### src/rtl/alu_mul_seq_if.sv
// Bus between the execute stage, the multiply sequencer and the shared ALU.
// Groups the datapath operands, the multiply request/result and the ALU drive.
interface alu_mul_seq_if #(
    parameter int size = 32
);
    // Handshake: START is a request that the sequencer samples only while
    // BUSY is low (IDLE). A START seen while BUSY is high, including the FIN
    // cycle, is dropped, not queued. BUSY (== STALL) rises on the edge that
    // accepts START and stays high through CALC and FIN. DONE is a single-cycle
    // pulse in the FIN cycle, and PRODUCTO is valid from that cycle on. It holds
    // that value until a later multiply finishes or reset clears it.
    logic [size-1:0] X_dp;
    logic [size-1:0] Y_dp;
    logic [3:0]      CONTROL_dp;
    logic            START;
    logic [size-1:0] OP_A;
    logic [size-1:0] OP_B;
    logic [size-1:0] RESULTADO;
    logic [size-1:0] X;
    logic [size-1:0] Y;
    logic [3:0]      CONTROL;
    logic            BUSY;
    logic            STALL;
    logic            DONE;
    logic [size-1:0] PRODUCTO;

    // Sequencer side: consumes the datapath and ALU result, drives the ALU.
    modport slave (
        input  X_dp, Y_dp, CONTROL_dp, START, OP_A, OP_B, RESULTADO,
        output X, Y, CONTROL, BUSY, STALL, DONE, PRODUCTO
    );

    // Environment side: execute stage plus the ALU instance.
    modport master (
        output X_dp, Y_dp, CONTROL_dp, START, OP_A, OP_B, RESULTADO,
        input  X, Y, CONTROL, BUSY, STALL, DONE, PRODUCTO
    );
endinterface

### src/rtl/alu_mul_seq.sv
// Shift-add multiply sequencer that borrows the execute-stage ALU.
// In IDLE the ALU inputs pass straight through from the datapath. During a
// multiply the sequencer issues one ADD per iteration and stalls the datapath.
// Optional macro MUL_EARLY_EXIT_EN: leave CALC as soon as the remaining
// multiplier bits are all zero, instead of always running size iterations.
module alu_mul_seq #(
    parameter int size = 32
) (
    input  logic       CLK,
    input  logic       RST_n,
    alu_mul_seq_if.slave bus,
    output logic [1:0] state_dbg
);
    localparam int CW = $clog2(size + 1);
    localparam logic [3:0] ALU_ADD = 4'b0000;

    typedef enum logic [1:0] {
        IDLE = 2'b00,
        CALC = 2'b01,
        FIN  = 2'b10
    } state_t;

    state_t          state;
    state_t          state_nxt;
    logic [size-1:0] acc;
    logic [size-1:0] mcand;
    logic [size-1:0] mplier;
    logic [size-1:0] acc_nxt;
    logic [size-1:0] prod;
    logic [CW-1:0]   count;
    logic            last_iter;
    logic [size-1:0] x_mux;
    logic [size-1:0] y_mux;
    logic [3:0]      ctl_mux;
    logic            busy;
    logic            done;

    // The ALU computes acc + mcand this cycle; keep it only if the multiplier bit is set.
    assign acc_nxt = mplier[0] ? bus.RESULTADO : acc;

`ifdef MUL_EARLY_EXIT_EN
    // Stop after this iteration if no multiplier bits remain above bit 0.
    assign last_iter = (count == CW'(size - 1)) || ((mplier >> 1) == '0);
`else
    // Fixed-length multiply: exactly size iterations.
    assign last_iter = (count == CW'(size - 1));
`endif

    // State register.
    always_ff @(posedge CLK or negedge RST_n) begin
        if (!RST_n) begin
            state <= IDLE;
        end else begin
            state <= state_nxt;
        end
    end

    // Next state, ALU input mux and status outputs.
    always_comb begin
        state_nxt = state;
        x_mux     = bus.X_dp;
        y_mux     = bus.Y_dp;
        ctl_mux   = bus.CONTROL_dp;
        busy      = 1'b0;
        done      = 1'b0;
        case (state)
            IDLE: begin
                if (bus.START) begin
                    state_nxt = CALC;
                end
            end
            CALC: begin
                busy    = 1'b1;
                x_mux   = acc;
                y_mux   = mcand;
                ctl_mux = ALU_ADD;
                if (last_iter) begin
                    state_nxt = FIN;
                end
            end
            FIN: begin
                busy      = 1'b1;
                done      = 1'b1;
                x_mux     = acc;
                y_mux     = '0;
                ctl_mux   = ALU_ADD;
                state_nxt = IDLE;
            end
            default: begin
                state_nxt = IDLE;
            end
        endcase
    end

    // Multiply datapath: operand latch on accept, one shift-add step per CALC cycle.
    // The product register is loaded on the last step so it is valid while DONE is high.
    always_ff @(posedge CLK or negedge RST_n) begin
        if (!RST_n) begin
            acc    <= '0;
            mcand  <= '0;
            mplier <= '0;
            count  <= '0;
            prod   <= '0;
        end else begin
            case (state)
                IDLE: begin
                    if (bus.START) begin
                        acc    <= '0;
                        mcand  <= bus.OP_A;
                        mplier <= bus.OP_B;
                        count  <= '0;
                    end
                end
                CALC: begin
                    acc    <= acc_nxt;
                    mcand  <= mcand << 1;
                    mplier <= mplier >> 1;
                    count  <= count + CW'(1);
                    if (last_iter) begin
                        prod <= acc_nxt;
                    end
                end
                default: begin
                end
            endcase
        end
    end

    assign bus.X        = x_mux;
    assign bus.Y        = y_mux;
    assign bus.CONTROL  = ctl_mux;
    assign bus.BUSY     = busy;
    assign bus.STALL    = busy;
    assign bus.DONE     = done;
    assign bus.PRODUCTO = prod;
    assign state_dbg    = state;
endmodule

### src/flat_wrapper.sv
// flat-port wrapper written by rule: the top's interface ports become plain ports
module alu_mul_seq_flat 
#(
    parameter int size = 32
)
  (CLK, RST_n, state_dbg, bus_X_dp, bus_Y_dp, bus_CONTROL_dp, bus_START, bus_OP_A, bus_OP_B, bus_RESULTADO, bus_X, bus_Y, bus_CONTROL, bus_BUSY, bus_STALL, bus_DONE, bus_PRODUCTO);
  alu_mul_seq_if #(.size(size)) bus_i ();
  input  logic CLK;
  input  logic RST_n;
  output logic [1:0] state_dbg;
  input wire logic [$bits(bus_i.X_dp)-1:0] bus_X_dp;
  input wire logic [$bits(bus_i.Y_dp)-1:0] bus_Y_dp;
  input wire logic [$bits(bus_i.CONTROL_dp)-1:0] bus_CONTROL_dp;
  input wire logic [$bits(bus_i.START)-1:0] bus_START;
  input wire logic [$bits(bus_i.OP_A)-1:0] bus_OP_A;
  input wire logic [$bits(bus_i.OP_B)-1:0] bus_OP_B;
  input wire logic [$bits(bus_i.RESULTADO)-1:0] bus_RESULTADO;
  output wire logic [$bits(bus_i.X)-1:0] bus_X;
  output wire logic [$bits(bus_i.Y)-1:0] bus_Y;
  output wire logic [$bits(bus_i.CONTROL)-1:0] bus_CONTROL;
  output wire logic [$bits(bus_i.BUSY)-1:0] bus_BUSY;
  output wire logic [$bits(bus_i.STALL)-1:0] bus_STALL;
  output wire logic [$bits(bus_i.DONE)-1:0] bus_DONE;
  output wire logic [$bits(bus_i.PRODUCTO)-1:0] bus_PRODUCTO;
  assign bus_i.X_dp = bus_X_dp;
  assign bus_i.Y_dp = bus_Y_dp;
  assign bus_i.CONTROL_dp = bus_CONTROL_dp;
  assign bus_i.START = bus_START;
  assign bus_i.OP_A = bus_OP_A;
  assign bus_i.OP_B = bus_OP_B;
  assign bus_i.RESULTADO = bus_RESULTADO;
  assign bus_X = bus_i.X;
  assign bus_Y = bus_i.Y;
  assign bus_CONTROL = bus_i.CONTROL;
  assign bus_BUSY = bus_i.BUSY;
  assign bus_STALL = bus_i.STALL;
  assign bus_DONE = bus_i.DONE;
  assign bus_PRODUCTO = bus_i.PRODUCTO;
  alu_mul_seq #(.size(size)) u_core (.CLK(CLK), .RST_n(RST_n), .bus(bus_i), .state_dbg(state_dbg));
endmodule
### config.mk
export PLATFORM = sky130hd
export DESIGN_NAME = alu_mul_seq_flat
export DESIGN_NICKNAME = d
export VERILOG_FILES = /design/src/rtl/alu_mul_seq_if.sv /design/src/rtl/alu_mul_seq.sv /design/src/flat_wrapper.sv
export SDC_FILE = /design/constraint.sdc
export NUM_CORES = 1
export LEC_CHECK = 0
export CAP_MARGIN = 20
export CORE_MARGIN = 3
export CORE_UTILIZATION = 35
export DETAILED_ROUTE_END_ITERATION = 16
export PLACE_DENSITY_LB_ADDON = 0.12
export SKIP_LAST_GASP = 1
export SYNTH_ARGS = -nofsm -noshare
export SYNTH_HDL_FRONTEND = slang
export SYNTH_SLANG_ARGS = --single-unit
### constraint.sdc
create_clock -name CLK -period 2.1 [get_ports CLK]
set_input_delay 0.21 -clock CLK [delete_from_list [all_inputs] [get_ports CLK]]
set_output_delay 0.21 -clock CLK [all_outputs]
set_load 0.01 [all_outputs]
---- After elaboration in Yosys (flattened, before gate mapping) ----
Index checks and enable logic that the tools add are counted.
word-level totals
  register bits after elaboration ......... 136
  bits in latches ......................... 0
  memory bits (writable) .................. 0
  memory bits (read-only) ................. 0
  bits of input ports ..................... 167
  output and inout bits ................... 105
  word-level logic and storage cells ...... 35
  memories kept ........................... 0
cells by class
  add/subtract/negate cells ............... 1
  $mul .................................... 0
  div/mod/pow operators ................... 0
  order comparisons ....................... 0
  equal/unequal tests ..................... 5
  shift-type cells ........................ 0
  mux-type cells .......................... 17
  bitwise gates (word level) .............. 0
  reductions and logical operators ........ 6
operators with widths
  kind                                                    count
  case mux 32 bit (2 select lines)                        4
  2-to-1 mux 32 bit                                       5
  case mux 6 bit (2 select lines)                         1
  adder 6 x 1 -> 6 bit (second input constant)            1
  equality test 6 x 5 -> 1 bit (second input constant)    1
  2-to-1 mux 6 bit                                        1
  AND reduction 2 bit                                     3
  2-to-1 mux 2 bit                                        2
  2-to-1 mux 4 bit                                        1
  case mux 2 bit (2 select lines)                         1
  equality test 2 x 1 -> 1 bit (second input constant)    1
  equality test 2 bit (second input constant)             1
  zero test 2 bit                                         1
  2-to-1 mux 1 bit                                        2
  inequality test 2 x 1 -> 1 bit (second input constant)  1
  inequality test 2 bit (second input constant)           1
  nonzero test 2 bit                                      1
  OR reduction 2 bit                                      1

---- Depth between registers and ports, before layout ----
  depth after elaboration ................. 3
  mapped depth ............................ 8
  mapped depth without buffers ............ 5

---- Worst setup path after synthesis ----
OpenSTA, ideal clock, no wires.
  kind .................................... reg-to-output
  start ................................... register u_core.state[0], in the netlist u_core.state_dbg[0]
  end ..................................... output bus_X[28]
  arrival ................................. 1.853 ns
  slack ................................... 0.037 ns
  cell stages (with the launch flop) ...... 7
  buffers on the path ..................... 3
  cell sequence ........................... dfrtp_1 > inv_1 > ha_1 > clkbuf_1 > buf_2 > buf_2 > mux2_2
between the ends
  longest elaborated chain between the ends .. 3
  elaborated cells on any way between the ends .. 4
RTL lines
  what                                                                 line                RTL
  from (decl)                                                          alu_mul_seq.sv:23   state_t state;
  from (signal assigned)                                               alu_mul_seq.sv:54   state <= state_nxt;
  equality test 2 bit or equality test 2 x 1 -> 1 bit (tied branches)  alu_mul_seq.sv:66   case (state)
  OR reduction 2 bit (no source line) *                                n/a
  2-to-1 mux 32 bit *                                                  alu_mul_seq.sv:66
  to (decl)                                                            flat_wrapper.sv:18  output wire logic [$bits(bus_i.X)-1:0] bus_X;
Every way passes the cells marked *; elsewhere a longest branch is shown, timed or not.

---- Worst setup path in the final report ----
  start ................................... register u_core.state[1], in the netlist u_core.state_dbg[1]
  end ..................................... output bus_X[16]
The elaborated chain is that of the path after synthesis.

==> impl_metrics.csv <==
group,metric,value,unit
run_status,status,"complete, but fails checks",
run_status,violations,"setup timing",
clocking,path_clk_slew,0.06,ns
worst_setup_path,path_max_fanout,5,
detailed_routing,met3_length,1160,um
die,dieArea,0.0237,mm^2
sta,fin_crit_sh,101,%
placed_design,post_dp_cell_area,0.0107,mm^2
worst_setup_path,reg2reg_to,"u_core.count[5]$_DFFE_PN0P_",
final_layout,fillers,1917,
detailed_routing,wl_per_cell,18.6,um
detailed_routing,highest_layer,"met4",
die,coreArea,0.0212,mm^2
detailed_routing,antenna_left,0,
final_layout,syn_to_final_growth,49.8,%
power,swShare,35.5,%
detailed_routing,wl_met2,11400,um
global_route,grt_first_pass_wirelength,37900,um
min_path,hp-class,"input pin to asynchronous set/reset pin",
yosys,syn_area_per_cell,10.4,um^2
final_layout,drive_gt1_share,22.4,%
power,switchingPower,5.29,mW
power,power.density,1300,mW/mm^2
yosys,ys_types,37,
clocking,cts_root_buffer,"clkbuf_16",
final_layout,diodes,0,
final_layout,final_util,54.0,%
yosys,syn-instance-count,734,
die,die_x,154,um
clocking,cts_made_buffers,17,
detailed_routing,vias_per_cell,5.19,
sta,setup_viol_count_final,12,
final_layout,stdcell_count,1280,
detailed_routing,first_iter_violations,441,
worst_setup_path,crit_path_end_kind,"primary output",
power,p_int,9.61,mW
yosys,synth_top_area_cell,"dfrtp_1",
die,start_util,36.1,%
final_layout,final_common_cell,"clkdlybuf4s50_1",
sta,tightest_slew,0.389,ns
placed_design,dp_hpwl,15800,um
global_route,grt_pass1_vias,6587,
worst_setup_path,arrival,1.92,ns
yosys,ys_ff_latch,136,
sta,period_minus_slack,2.13,ns
final_layout,fin_area,0.0115,mm^2
global_route,grtUsageTotal,19.9,%
die,pin_count,272,
global_route,grt_antenna_before_repair,0,
sta,skew,0.00775,ns
final_layout,layout_common_cells,"clkdlybuf4s50_1, dfrtp_1, nand3_1, nand2b_1, a21oi_1",
placed_design,place_congestion,0.745,
global_route,grt_max_degree,54,
yosys,synthArstFlopShare,100,%
worst_setup_path,crit_path_start_kind,"flop",
clocking,htree_levels,4,
power,clock_power_share,21.3,%
sta,finalMaxSlewViolations,0,
yosys,synth_fp_nets,905,
die,num_rows,53,
detailed_routing,vias,6641,
power,ir_worst_vdd,0.000691,V
detailed_routing,m1WireLength,11000,um
sta,fin_ws,-0.0307,ns
clocking,clk_latency,0.40,ns
clocking,clockBufferDepth,2,
worst_setup_path,cp.required,1.89,ns
worst_setup_path,worstSetupPathType,"flop to primary output",
final_layout,nNetsFinal,1164,
sta,rsz0062_at_grt,"true",
flow_run,max_cap_viol_count,0,
global_route,grt_overflow,0,
yosys,yosysTopAreaCellShare,44.5,%
yosys,ys_warn_count,0,
sta,timing.fmax,469,MHz
clocking,cts_tree,"done",
yosys,synth_ff_type,"dfrtp_1",
power,pwr-share-comb,48.8,%
sta,slew_headroom,74.0,%
detailed_routing,routed_wl,23800,um
die,die_y,154,um
sta,hold_viol,0,
worst_setup_path,reg2reg_depth,8,
clocking,cts_sinks,136,
yosys,synth_area,0.00765,mm^2
sta,hold_ws,0.278,ns
worst_setup_path,r2r_slack,0.08,ns
detailed_routing,dr.pass1.iters,4,
yosys,synth_edf_count,0,
placed_design,dp_cells,1235,
yosys,yosys-top-cells-area,"dfrtp_1, a221o_1, mux2_2",
power,p_leak,5.21,nW
power,p_seq_share,29.9,%
worst_setup_path,r2r_start,"u_core.state_dbg[1]$_DFFE_PN0P_",
placed_design,io_buffers,271,
yosys,seq_area_frac_synth,44.5,%
detailed_routing,drc_errors,0,
==> layer usage <==
metal / track usage (%) / vias to the layer above
li1: - / 3191
met1: 27.7 / 3241
met2: 32.5 / 193
met3: 3.57 / 16
met4: 4.33 / 0
met5: 0 / -
==> sequential cells by signal (all words and copies together), names as in the netlist <==
signal and cells:
u_core.mplier 32, u_core.acc 32, u_core.bus.PRODUCTO 32, u_core.mcand 32
u_core.state_dbg 2, u_core.count 6
==> cell usage after synthesis, drive strengths merged (4+ instances only) <==
cell	instances
mux2	97
a221o	62
clkbuf	20
nand3	67
buf	51
ha	4
a21oi	63
nand2b	66
nor2b	5
nand2	38
o21ai	35
a22o	34
inv	37
dfrtp	136
==> worst max-delay path, stage by stage, from the launching register on <==
cell and delay, ns:
dfrtp_1 0.35, inv_2 0.06, ha_4 0.30, buf_12 0.13, bufbuf_16 0.26, mux2_4 0.30
buf_6 0.12
==> kinds of logic (layout without fill, tap and decap cells) <==
| family | after synthesis | in the layout | share of synthesized area, % |
|---|---|---|---|
| fa+ha+maj | 4 | 4 | 0.654 |
| buf+inv | 108 | 379 | 6.61 |
| flops | 136 | 136 | 44.5 |
| simple gates | 185 | 185 | 13.0 |
| compound gates | 203 | 203 | 19.4 |
| mux | 98 | 98 | 15.9 |
==> worst max-delay path by stage <==
stage | endpoint | start | cells past startpoint
2_1_floorplan | bus_X[28] | u_core.state_dbg[0]$_DFFE_PN0P_ | 6
5_1_grt | bus_Y[28] | u_core.state_dbg[1]$_DFFE_PN0P_ | 8
4_1_cts | bus_X[13] | u_core.state_dbg[0]$_DFFE_PN0P_ | 6
3_3_place_gp | bus_Y[28] | u_core.state_dbg[0]$_DFFE_PN0P_ | 7
3_5_place_dp | bus_Y[28] | u_core.state_dbg[0]$_DFFE_PN0P_ | 7
6_report | bus_X[16] | u_core.state_dbg[1]$_DFFE_PN0P_ | 6
==> power by group through the flow <==
stage               combinational (mW)  clock, mW  sequential (mW)
floorplan                         4.39          0             4.14
global placement                  6.73          0             4.45
detailed placement                6.81          0             4.45
CTS                               7.04       3.26             4.43
global route                      7.93       3.37             4.59
finish                            7.27       3.18             4.45
==> repair_timing <==
item / CTS / global route
resized for setup: 304 / 62
setup buffers: 7 / 4
pin swaps: 1 / 1
cloned: 6 / 0
hold buffers: 1 / 0
setup endpoints to repair: 70 / 155
endpoints found under the hold margin: 33 / 0
==> stage by stage <==
| step | TNS (ns) | setup slack [ns] | power, mW |
|---|---|---|---|
| final | -0.292 | -0.0307 | 14.9 |
| after global routing | -3.64 | -0.126 | 15.9 |
| after CTS | -1.85 | -0.0822 | 14.7 |
| after detailed placement | 0 | 0.0352 | 11.3 |
| after global placement | 0 | 0.0439 | 11.2 |
| after floorplan | 0 | 0.0373 | 8.53 |
==> final cells by class <==
type	instances	area, um^2	area share [%]
inverters	37	139	1.21
clock inverters	8	171	1.50
repair buffers	311	3090	27.0
clock buffers	23	448	3.91
flip-flops and latches	136	3400	29.7
well taps	275	344	3.00
multi-input cells	490	3860	33.7
Power figures use the tool's default switching activity.
